File: src/rtl/pipe_hazard_ctrl_if.sv
// Hazard-unit port bundle: decoded ID-stage fields in, pipeline controls and counters out.
// master = decode/datapath side, slave = hazard unit.
interface pipe_hazard_ctrl_if #(
    parameter int REG_AW = 5,
    parameter int CNT_W  = 16
);
    logic              id_valid;
    logic [REG_AW-1:0] id_rs;
    logic [REG_AW-1:0] id_rt;
    logic              id_use_rs;
    logic              id_use_rt;
    logic [REG_AW-1:0] id_dst;
    logic              id_reg_write;
    logic              id_mem_read;
    logic              branch_taken;

    logic              pc_en;
    logic              ifid_en;
    logic              flush_ifid;
    logic              flush_idex;
    logic              flush_exmem;
    logic              stall;
    logic [1:0]        fwd_a;
    logic [1:0]        fwd_b;
    logic [CNT_W-1:0]  stall_cnt;
    logic [CNT_W-1:0]  flush_cnt;

    modport master (
        output id_valid, id_rs, id_rt, id_use_rs, id_use_rt, id_dst,
               id_reg_write, id_mem_read, branch_taken,
        input  pc_en, ifid_en, flush_ifid, flush_idex, flush_exmem, stall,
               fwd_a, fwd_b, stall_cnt, flush_cnt
    );

    modport slave (
        input  id_valid, id_rs, id_rt, id_use_rs, id_use_rt, id_dst,
               id_reg_write, id_mem_read, branch_taken,
        output pc_en, ifid_en, flush_ifid, flush_idex, flush_exmem, stall,
               fwd_a, fwd_b, stall_cnt, flush_cnt
    );
endinterface

File: src/rtl/pipe_hazard_ctrl.sv
// Hazard/forwarding control for a 5-stage pipeline; controls are combinational, counters lag one edge.
// Backpressure: a RAW/load-use stall drops pc_en/ifid_en and injects an ID/EX bubble; a taken branch overrides it.
module pipe_hazard_ctrl #(
    parameter int REG_AW    = 5,
    parameter int FWD_EN    = 1,
    parameter int RF_BYPASS = 1,
    parameter int BR_STAGE  = 2,
    parameter int CNT_W     = 16
) (
    input logic               clk,
    input logic               rst_n,
    pipe_hazard_ctrl_if.slave hz
);
    typedef logic [REG_AW-1:0] reg_t;
    typedef struct packed {
        logic v;
        reg_t dst;
        logic wr;
    } dst_t;
    typedef struct packed {
        reg_t rs;
        reg_t rt;
        logic use_rs;
        logic use_rt;
    } src_t;

    localparam logic [CNT_W-1:0] CNT_MAX   = '1;
    localparam logic             BR_IN_MEM = (BR_STAGE == 3);
    localparam logic             USE_FWD   = (FWD_EN != 0);
    localparam logic             WB_HAZ    = (RF_BYPASS == 0);

    dst_t             ex_dst, mem_dst, wb_dst;
    logic             ex_mrd;
    src_t             ex_src;
    logic [CNT_W-1:0] stall_cnt_q, flush_cnt_q;
    logic             hit_ex, hit_mem, hit_wb, raw_haz, stall_c, squash_id;

    // Register 0 is hard-wired, so it can never be the subject of a hazard.
    function automatic logic writes(dst_t s, reg_t r);
        return s.v && s.wr && (s.dst == r) && (r != '0);
    endfunction

    function automatic logic reads_from(dst_t s, logic use_rs, reg_t rs, logic use_rt, reg_t rt);
        return (use_rs && writes(s, rs)) || (use_rt && writes(s, rt));
    endfunction

    function automatic logic [1:0] fwd_sel(logic use_src, reg_t src, dst_t m, dst_t w);
        if (use_src && writes(m, src)) return 2'd1;
        if (use_src && writes(w, src)) return 2'd2;
        return 2'd0;
    endfunction

    always_comb begin
        hit_ex  = reads_from(ex_dst,  hz.id_use_rs, hz.id_rs, hz.id_use_rt, hz.id_rt);
        hit_mem = reads_from(mem_dst, hz.id_use_rs, hz.id_rs, hz.id_use_rt, hz.id_rt);
        hit_wb  = reads_from(wb_dst,  hz.id_use_rs, hz.id_rs, hz.id_use_rt, hz.id_rt);
        if (USE_FWD) raw_haz = hz.id_valid && hit_ex && ex_mrd;
        else         raw_haz = hz.id_valid && (hit_ex || hit_mem || (WB_HAZ && hit_wb));
        stall_c   = raw_haz && !hz.branch_taken;
        squash_id = stall_c || hz.branch_taken || !hz.id_valid;
    end

    assign hz.stall       = stall_c;
    assign hz.pc_en       = !stall_c;
    assign hz.ifid_en     = !stall_c;
    assign hz.flush_ifid  = hz.branch_taken;
    assign hz.flush_idex  = hz.branch_taken;
    assign hz.flush_exmem = BR_IN_MEM && hz.branch_taken;
    assign hz.fwd_a       = USE_FWD ? fwd_sel(ex_src.use_rs, ex_src.rs, mem_dst, wb_dst) : 2'd0;
    assign hz.fwd_b       = USE_FWD ? fwd_sel(ex_src.use_rt, ex_src.rt, mem_dst, wb_dst) : 2'd0;
    assign hz.stall_cnt   = stall_cnt_q;
    assign hz.flush_cnt   = flush_cnt_q;

    always_ff @(posedge clk) begin
        if (!rst_n) begin
            ex_dst      <= '0;
            mem_dst     <= '0;
            wb_dst      <= '0;
            ex_mrd      <= 1'b0;
            ex_src      <= '0;
            stall_cnt_q <= '0;
            flush_cnt_q <= '0;
        end else begin
            wb_dst  <= mem_dst;
            // A MEM-resolved branch also kills the instruction leaving EX.
            mem_dst <= (BR_IN_MEM && hz.branch_taken) ? '0 : ex_dst;
            if (squash_id) begin
                ex_dst <= '0;
                ex_mrd <= 1'b0;
                ex_src <= '0;
            end else begin
                ex_dst <= '{v: 1'b1, dst: hz.id_dst, wr: hz.id_reg_write};
                ex_mrd <= hz.id_mem_read;
                ex_src <= '{rs: hz.id_rs, rt: hz.id_rt, use_rs: hz.id_use_rs, use_rt: hz.id_use_rt};
            end
            if (stall_c && stall_cnt_q != CNT_MAX)         stall_cnt_q <= stall_cnt_q + 1'b1;
            if (hz.branch_taken && flush_cnt_q != CNT_MAX) flush_cnt_q <= flush_cnt_q + 1'b1;
        end
    end
endmodule

File: src/flat_wrapper.sv
// flat-port wrapper written by rule: the top's interface ports become plain ports
module pipe_hazard_ctrl_flat 
#(
    parameter int REG_AW    = 5,
    parameter int FWD_EN    = 1,
    parameter int RF_BYPASS = 1,
    parameter int BR_STAGE  = 2,
    parameter int CNT_W     = 16
)
  (clk, rst_n, hz_id_valid, hz_id_rs, hz_id_rt, hz_id_use_rs, hz_id_use_rt, hz_id_dst, hz_id_reg_write, hz_id_mem_read, hz_branch_taken, hz_pc_en, hz_ifid_en, hz_flush_ifid, hz_flush_idex, hz_flush_exmem, hz_stall, hz_fwd_a, hz_fwd_b, hz_stall_cnt, hz_flush_cnt);
  pipe_hazard_ctrl_if #(.REG_AW(REG_AW), .CNT_W(CNT_W)) hz_i ();
  input logic clk;
  input logic rst_n;
  input wire logic [$bits(hz_i.id_valid)-1:0] hz_id_valid;
  input wire logic [$bits(hz_i.id_rs)-1:0] hz_id_rs;
  input wire logic [$bits(hz_i.id_rt)-1:0] hz_id_rt;
  input wire logic [$bits(hz_i.id_use_rs)-1:0] hz_id_use_rs;
  input wire logic [$bits(hz_i.id_use_rt)-1:0] hz_id_use_rt;
  input wire logic [$bits(hz_i.id_dst)-1:0] hz_id_dst;
  input wire logic [$bits(hz_i.id_reg_write)-1:0] hz_id_reg_write;
  input wire logic [$bits(hz_i.id_mem_read)-1:0] hz_id_mem_read;
  input wire logic [$bits(hz_i.branch_taken)-1:0] hz_branch_taken;
  output wire logic [$bits(hz_i.pc_en)-1:0] hz_pc_en;
  output wire logic [$bits(hz_i.ifid_en)-1:0] hz_ifid_en;
  output wire logic [$bits(hz_i.flush_ifid)-1:0] hz_flush_ifid;
  output wire logic [$bits(hz_i.flush_idex)-1:0] hz_flush_idex;
  output wire logic [$bits(hz_i.flush_exmem)-1:0] hz_flush_exmem;
  output wire logic [$bits(hz_i.stall)-1:0] hz_stall;
  output wire logic [$bits(hz_i.fwd_a)-1:0] hz_fwd_a;
  output wire logic [$bits(hz_i.fwd_b)-1:0] hz_fwd_b;
  output wire logic [$bits(hz_i.stall_cnt)-1:0] hz_stall_cnt;
  output wire logic [$bits(hz_i.flush_cnt)-1:0] hz_flush_cnt;
  assign hz_i.id_valid = hz_id_valid;
  assign hz_i.id_rs = hz_id_rs;
  assign hz_i.id_rt = hz_id_rt;
  assign hz_i.id_use_rs = hz_id_use_rs;
  assign hz_i.id_use_rt = hz_id_use_rt;
  assign hz_i.id_dst = hz_id_dst;
  assign hz_i.id_reg_write = hz_id_reg_write;
  assign hz_i.id_mem_read = hz_id_mem_read;
  assign hz_i.branch_taken = hz_branch_taken;
  assign hz_pc_en = hz_i.pc_en;
  assign hz_ifid_en = hz_i.ifid_en;
  assign hz_flush_ifid = hz_i.flush_ifid;
  assign hz_flush_idex = hz_i.flush_idex;
  assign hz_flush_exmem = hz_i.flush_exmem;
  assign hz_stall = hz_i.stall;
  assign hz_fwd_a = hz_i.fwd_a;
  assign hz_fwd_b = hz_i.fwd_b;
  assign hz_stall_cnt = hz_i.stall_cnt;
  assign hz_flush_cnt = hz_i.flush_cnt;
  pipe_hazard_ctrl #(.REG_AW(REG_AW), .FWD_EN(FWD_EN), .RF_BYPASS(RF_BYPASS), .BR_STAGE(BR_STAGE), .CNT_W(CNT_W)) u_core (.clk(clk), .rst_n(rst_n), .hz(hz_i));
endmodule
File: config.mk
export PLATFORM = sky130hd
export DESIGN_NAME = pipe_hazard_ctrl_flat
export DESIGN_NICKNAME = d
export VERILOG_FILES = /design/src/rtl/pipe_hazard_ctrl_if.sv /design/src/rtl/pipe_hazard_ctrl.sv /design/src/flat_wrapper.sv
export SDC_FILE = /design/constraint.sdc
export NUM_CORES = 1
export LEC_CHECK = 0
export BUFFER_PORTS_ARGS = -buffer_cell sky130_fd_sc_hd__buf_4
export CAP_MARGIN = 0
export CORE_MARGIN = 10
export CORE_UTILIZATION = 40
export CTS_CLUSTER_DIAMETER = 80
export DETAILED_ROUTE_END_ITERATION = 6
export PLACE_DENSITY = 0.62
export SYNTH_ARGS = -nofsm -noshare
export SYNTH_HDL_FRONTEND = slang
export SYNTH_SLANG_ARGS = --single-unit
File: constraint.sdc
create_clock -name clk -period 5.4 [get_ports clk]
set_input_delay 0.27 -clock clk [delete_from_list [all_inputs] [get_ports clk]]
set_output_delay 0.27 -clock clk [all_outputs]
set_load 0.1 [all_outputs]
After elaboration in Yosys (flattened, before gate mapping)
Index checks and enable logic that the tools add are counted.
- output and inout bits: 42
- logic and storage cells: 79
- flip-flop bits (word level): 66
- muxes and demuxes: 15
- $add $sub $neg: 2
- reductions and logical operators: 37
- bitwise logic cells: 1
- eq/ne operators: 8
- operators with widths (cell ; number):
    $add 16x1->16 const B ; 2
    $ne 16x16->1 const B ; 2
    $eq 5x5->1 ; 6
    $logic_and 1x1->1 ; 26
    $reduce_bool 5->1 ; 4
    $mux 2 ; 8
    $mux 7 ; 1
    $mux 1 ; 6
    $logic_not 1->1 ; 3
    $logic_or 1x1->1 ; 3
    $reduce_or 2->1 ; 1
    $not 1->1 ; 1

Logic depth before layout (Yosys ltp)
- depth in word-level cells: 11
- gate-level depth with buffers: 8
- mapped depth without buffers: 8

Worst setup path after synthesis
Ideal clock, no wire load.
- kind: reg2out
- start: reg u_core.ex_src[9] (netlist name)
- end: out hz_fwd_a[1]
- stages on the path, launching flop included: 5
- arrival: 5.367 ns
- path buffers: 0
- slack: -0.237 ns
- cell sequence: dfxtp_1 > or4_1 > o21ai_0 > nor4_1 > nor3_1
- longest elaborated chain between the ends: 8
- ends and longest elaborated chain (element ; RTL line ; source):
    from (decl) ; pipe_hazard_ctrl.sv:34 ; src_t ex_src;
    from (signal assigned) ; pipe_hazard_ctrl.sv:94 ; ex_src <= '{rs: hz.id_rs, rt: hz.id_rt, use_rs: hz.id_use_rs, use_rt: hz.id_use_rt};
    $eq 5x5->1 ; pipe_hazard_ctrl.sv:40 ; return s.v && s.wr && (s.dst == r) && (r != '0);
    $logic_and 1x1->1 (2 in a row) ; pipe_hazard_ctrl.sv:40 ;
    $logic_and 1x1->1 ; pipe_hazard_ctrl.sv:49 ; if (use_src && writes(w, src)) return 2'd2;
    $mux 1 (2 in a row) ; pipe_hazard_ctrl.sv:49 ;
    $mux 2 ; pipe_hazard_ctrl.sv:50 ; return 2'd0;
    $mux 2 * ; pipe_hazard_ctrl.sv:49 ;
    to (decl) ; flat_wrapper.sv:29 ; output wire logic [$bits(hz_i.fwd_a)-1:0] hz_fwd_a;
Every way passes the cells marked *; elsewhere a longest branch is shown, timed or not. The select of a mux whose other input is x is not followed.

Worst setup path after layout
- start: reg u_core.ex_src[8] (netlist name)
- end: out hz_fwd_a[1]
Same word-level chain as after synthesis.

==> metrics.md <==
| Metric | Value |
|---|---|
| Status | finished, final reports clean |
| CP max stage delay | 0.54 ns |
| Final core utilization | 52.2% |
| Largest net degree at the start of global routing | 29 |
| Worst Setup End Kind | output port |
| Synth cell types | 37 |
| Cell breakdown of the critical path | or4_1, o21ai_0, nor4_2, nor3_1, buf_4 |
| Clock Sinks | 66 |
| Crit path launch type | register |
| Fmax | 0.420 GHz |
| Slew Viols, Final | 0 |
| Grt ovf | 0 |
| Final period utilization | 44.1% |
| Initial Util | 41.8% |
| Count of final setup violators | 0 |
| Die Footprint | 0.0110 sq mm |
| Postcts setup bufs | 0 |
| Avg Cell Area, Syn | 9.11 sq um |
| Skew final | 0.0112 ns |
| Port Buf Inserts | 63 |
| Reg clk slew, reported paths | 0.08 ns |
| Count of flip-flops with a built-in enable after synthesis | 0 |
| Post-CTS Hold Buffers | 0 |
| Worst-Skew Late Latency | 0.33 ns |
| Critical Path AT | 2.11 ns |
| Starting DRT DRC Count | 63 |
| TNS Setup | 0 ns |
| Pleak | 1.47 nW |
| Path depth of the worst reg2reg path | 7 |
| Share of post-route cells with drive strength above 1 | 21.9% |
| Hold Fails Final Rpt | 0 |
| Nets | 403 |
| Ports | 65 |
| Final worst slack | 3.02 ns |
| Final WL | 6.85 mm |
| Synth top cells by count | 66 x dfxtp_1, 38 x and2_1, 24 x xnor2_1, 22 x nor2_1, 20 x nand2_1 |
| First-pass GRT wire length | 11.5 mm |
| Cts bufs inserted | 9 |
| Setup WS pre-CTS | 2.89 ns |
| Initial antenna violation count | 0 |
| CTS H-tree depth | 3 |
| Post-synth top flop | dfxtp_1 |
| Worst path top cell family by delay | simple AND/OR/NAND/NOR gates |
| Mapped Nets | 342 |
| # placed instances | 463 |
| Number of global-route vias before repair | 2413 |
| Slew margin rel. | 32.1% |
| Yosys reg bits | 66 |
| Cell taking the most area after synthesis | dfxtp_1 |
| Average wire per standard cell | 14.3 um |
| Ranking of synthesized cells by area | dfxtp_1 46%, and2_1 8.2%, xnor2_1 7.3%, xor2_1 5.5%, nor2_1 2.9% |
| VDD IR max | 176 uV |
| Worst path slowest cell | or4_1 |
| Synth warn | 0 |
| Vias per cell | 4.87 |
| Non-filler cells, final | 479 |
| CP Max Fanout | 3 |
| Width of the die | 105 um |
| Async set-reset flop share out of synthesis | 0% |
| Vias | 2332 |
| Antenna diode count | 0 |
| Post-DP HPWL | 5.19 mm |
| Mapped Area | 0.00289 sq mm |
| Post-route ant nets | 0 |
| Gr usage total | 12.5% |
| DRC Markers | 0 |
| Worst hold path type | in -> reg |
| Area Growth Syn to Fin | 24.8% |
| Fill count | 706 |
| WS Path Type | reg -> out |
| Max-cap violations | 0 |
| Hold Crit Depth | 2 |
| DRT Pass-1 Iters | 4 |
| Top cell type's share of synthesized area | 45.7% |
| Die Y-Extent | 105 um |
| RSZ-0062 raised after global routing | no |
| Std-Cell Rows | 30 |
| GPL Wtd Cong | 0.850 |
| Period minus WS final | 2.38 ns |
| PD cells | 261 mW/mm^2 |
| Worst Path Buf+Inv | 1 |
| Levels on crit path | 5 |
| CTS root buf | clkbuf_8 |
| Worst-margin pin slew | 1.02 ns |
| Core ar. | 0.00691 sq mm |
| Post-CTS resize count | 0 |
| Cells after Synth | 317 |
| CTS max path bufs | 2 |
| CTS tree | yes |
| Worst EP required | 5.13 ns |
| Seq/Total Area, Yosys | 45.7% |
| Count leader, synth | dfxtp_1 |
-- power breakdown --
part           total, mW  switching (mW)  internal, mW  leakage [nW]
Sequential         0.501         0.00716         0.494         0.534
Clock              0.369           0.200         0.169        0.0783
Combinational     0.0711          0.0442        0.0268         0.859
-- worst reg2reg max path, stage by stage, from the launching register on --
cell,delay (ns)
dfxtp_1,0.40
ha_1,0.20
nand3_1,0.14
nor3b_1,0.58
and4_1,0.35
a211o_1,0.29
or3_1,0.16
a21oi_1,0.06
-- registers in the layout (all words and copies together) (netlist names) --
signal and cells:
u_core.ex_dst 7, u_core.ex_mrd 1, u_core.ex_src 12, u_core.hz.flush_cnt 16
u_core.hz.stall_cnt 16, u_core.mem_dst 7, u_core.wb_dst 7
-- routing by layer --
layer  track usage [%]  vias up  share of wire (%)
li1                  -     1202                  -
met1              14.8     1074                 46
met2              20.5       49                 47
met3              5.59        7                6.3
met4              2.35        0               0.77
met5                 0        -                  0
-- layout make-up --
class	count	area, sq um	area share [%]
Clock buffer	9	124	3.44
Timing Repair Buffer	63	473	13.1
Multi-Input combinational cell	233	1500	41.5
Tap cell	96	120	3.33
Sequential cell	66	1320	36.6
Inverter	5	18.8	0.520
Clock inverter	7	52.6	1.46
-- stage by stage --
stage	hold WS [ns]	instance area (sq um)	total power [mW]
after CTS	0.118	3610	0.952
after global routing	0.110	3610	0.985
after global placement	0.445	3430	0.584
final	0.136	3610	0.940
after floorplan	0.392	2900	0.559
after detailed placement	0.445	3430	0.584
-- path summary, 6_finish.rpt --
kind | slack [ns] | from | to
worst max-delay path | 3.02 | u_core.ex_src[8] | hz_fwd_a[1]
worst min-delay path | 0.14 | hz_id_dst[0] | u_core.ex_dst[1]
worst max register to register | 3.08 | u_core.hz.stall_cnt[0] | u_core.hz.stall_cnt[4]
worst min register to register | 0.47 | u_core.mem_dst[6] | u_core.wb_dst[6]
-- layout by cell type, fill, tap and decap left out, types with 3 or more instances in the layout --
cell type and count:
dfxtp_1 66, buf_4 63, and2_1 38, xnor2_1 24, nor2_1 22, nand2_1 20, xor2_1 18, nand3_1 14
nand4_1 12, a21oi_1 11, o21ai_0 10, or3_1 9, clkbuf_8 9, nor3_1 8, mux2i_1 7, nand2b_1 6
and3_1 5, nor4_1 4, inv_1 4, clkinvlp_4 4, and4_1 3
-- cells by family (layout without fill, tap and decap cells) --
logic type,after synthesis,count (layout),synth area share (%)
buffers and inverters,18,84,2.90
DFF,66,66,45.7
other,1,1,0.130
AOI/OAI and AO/OA,29,29,6.24
and+or+nand+nor,152,152,29.0
muxes,7,7,2.43
adders and majority gates,2,2,0.866
xor gates and xnor gates,42,42,12.7
(Power assumes the default switching activity.)
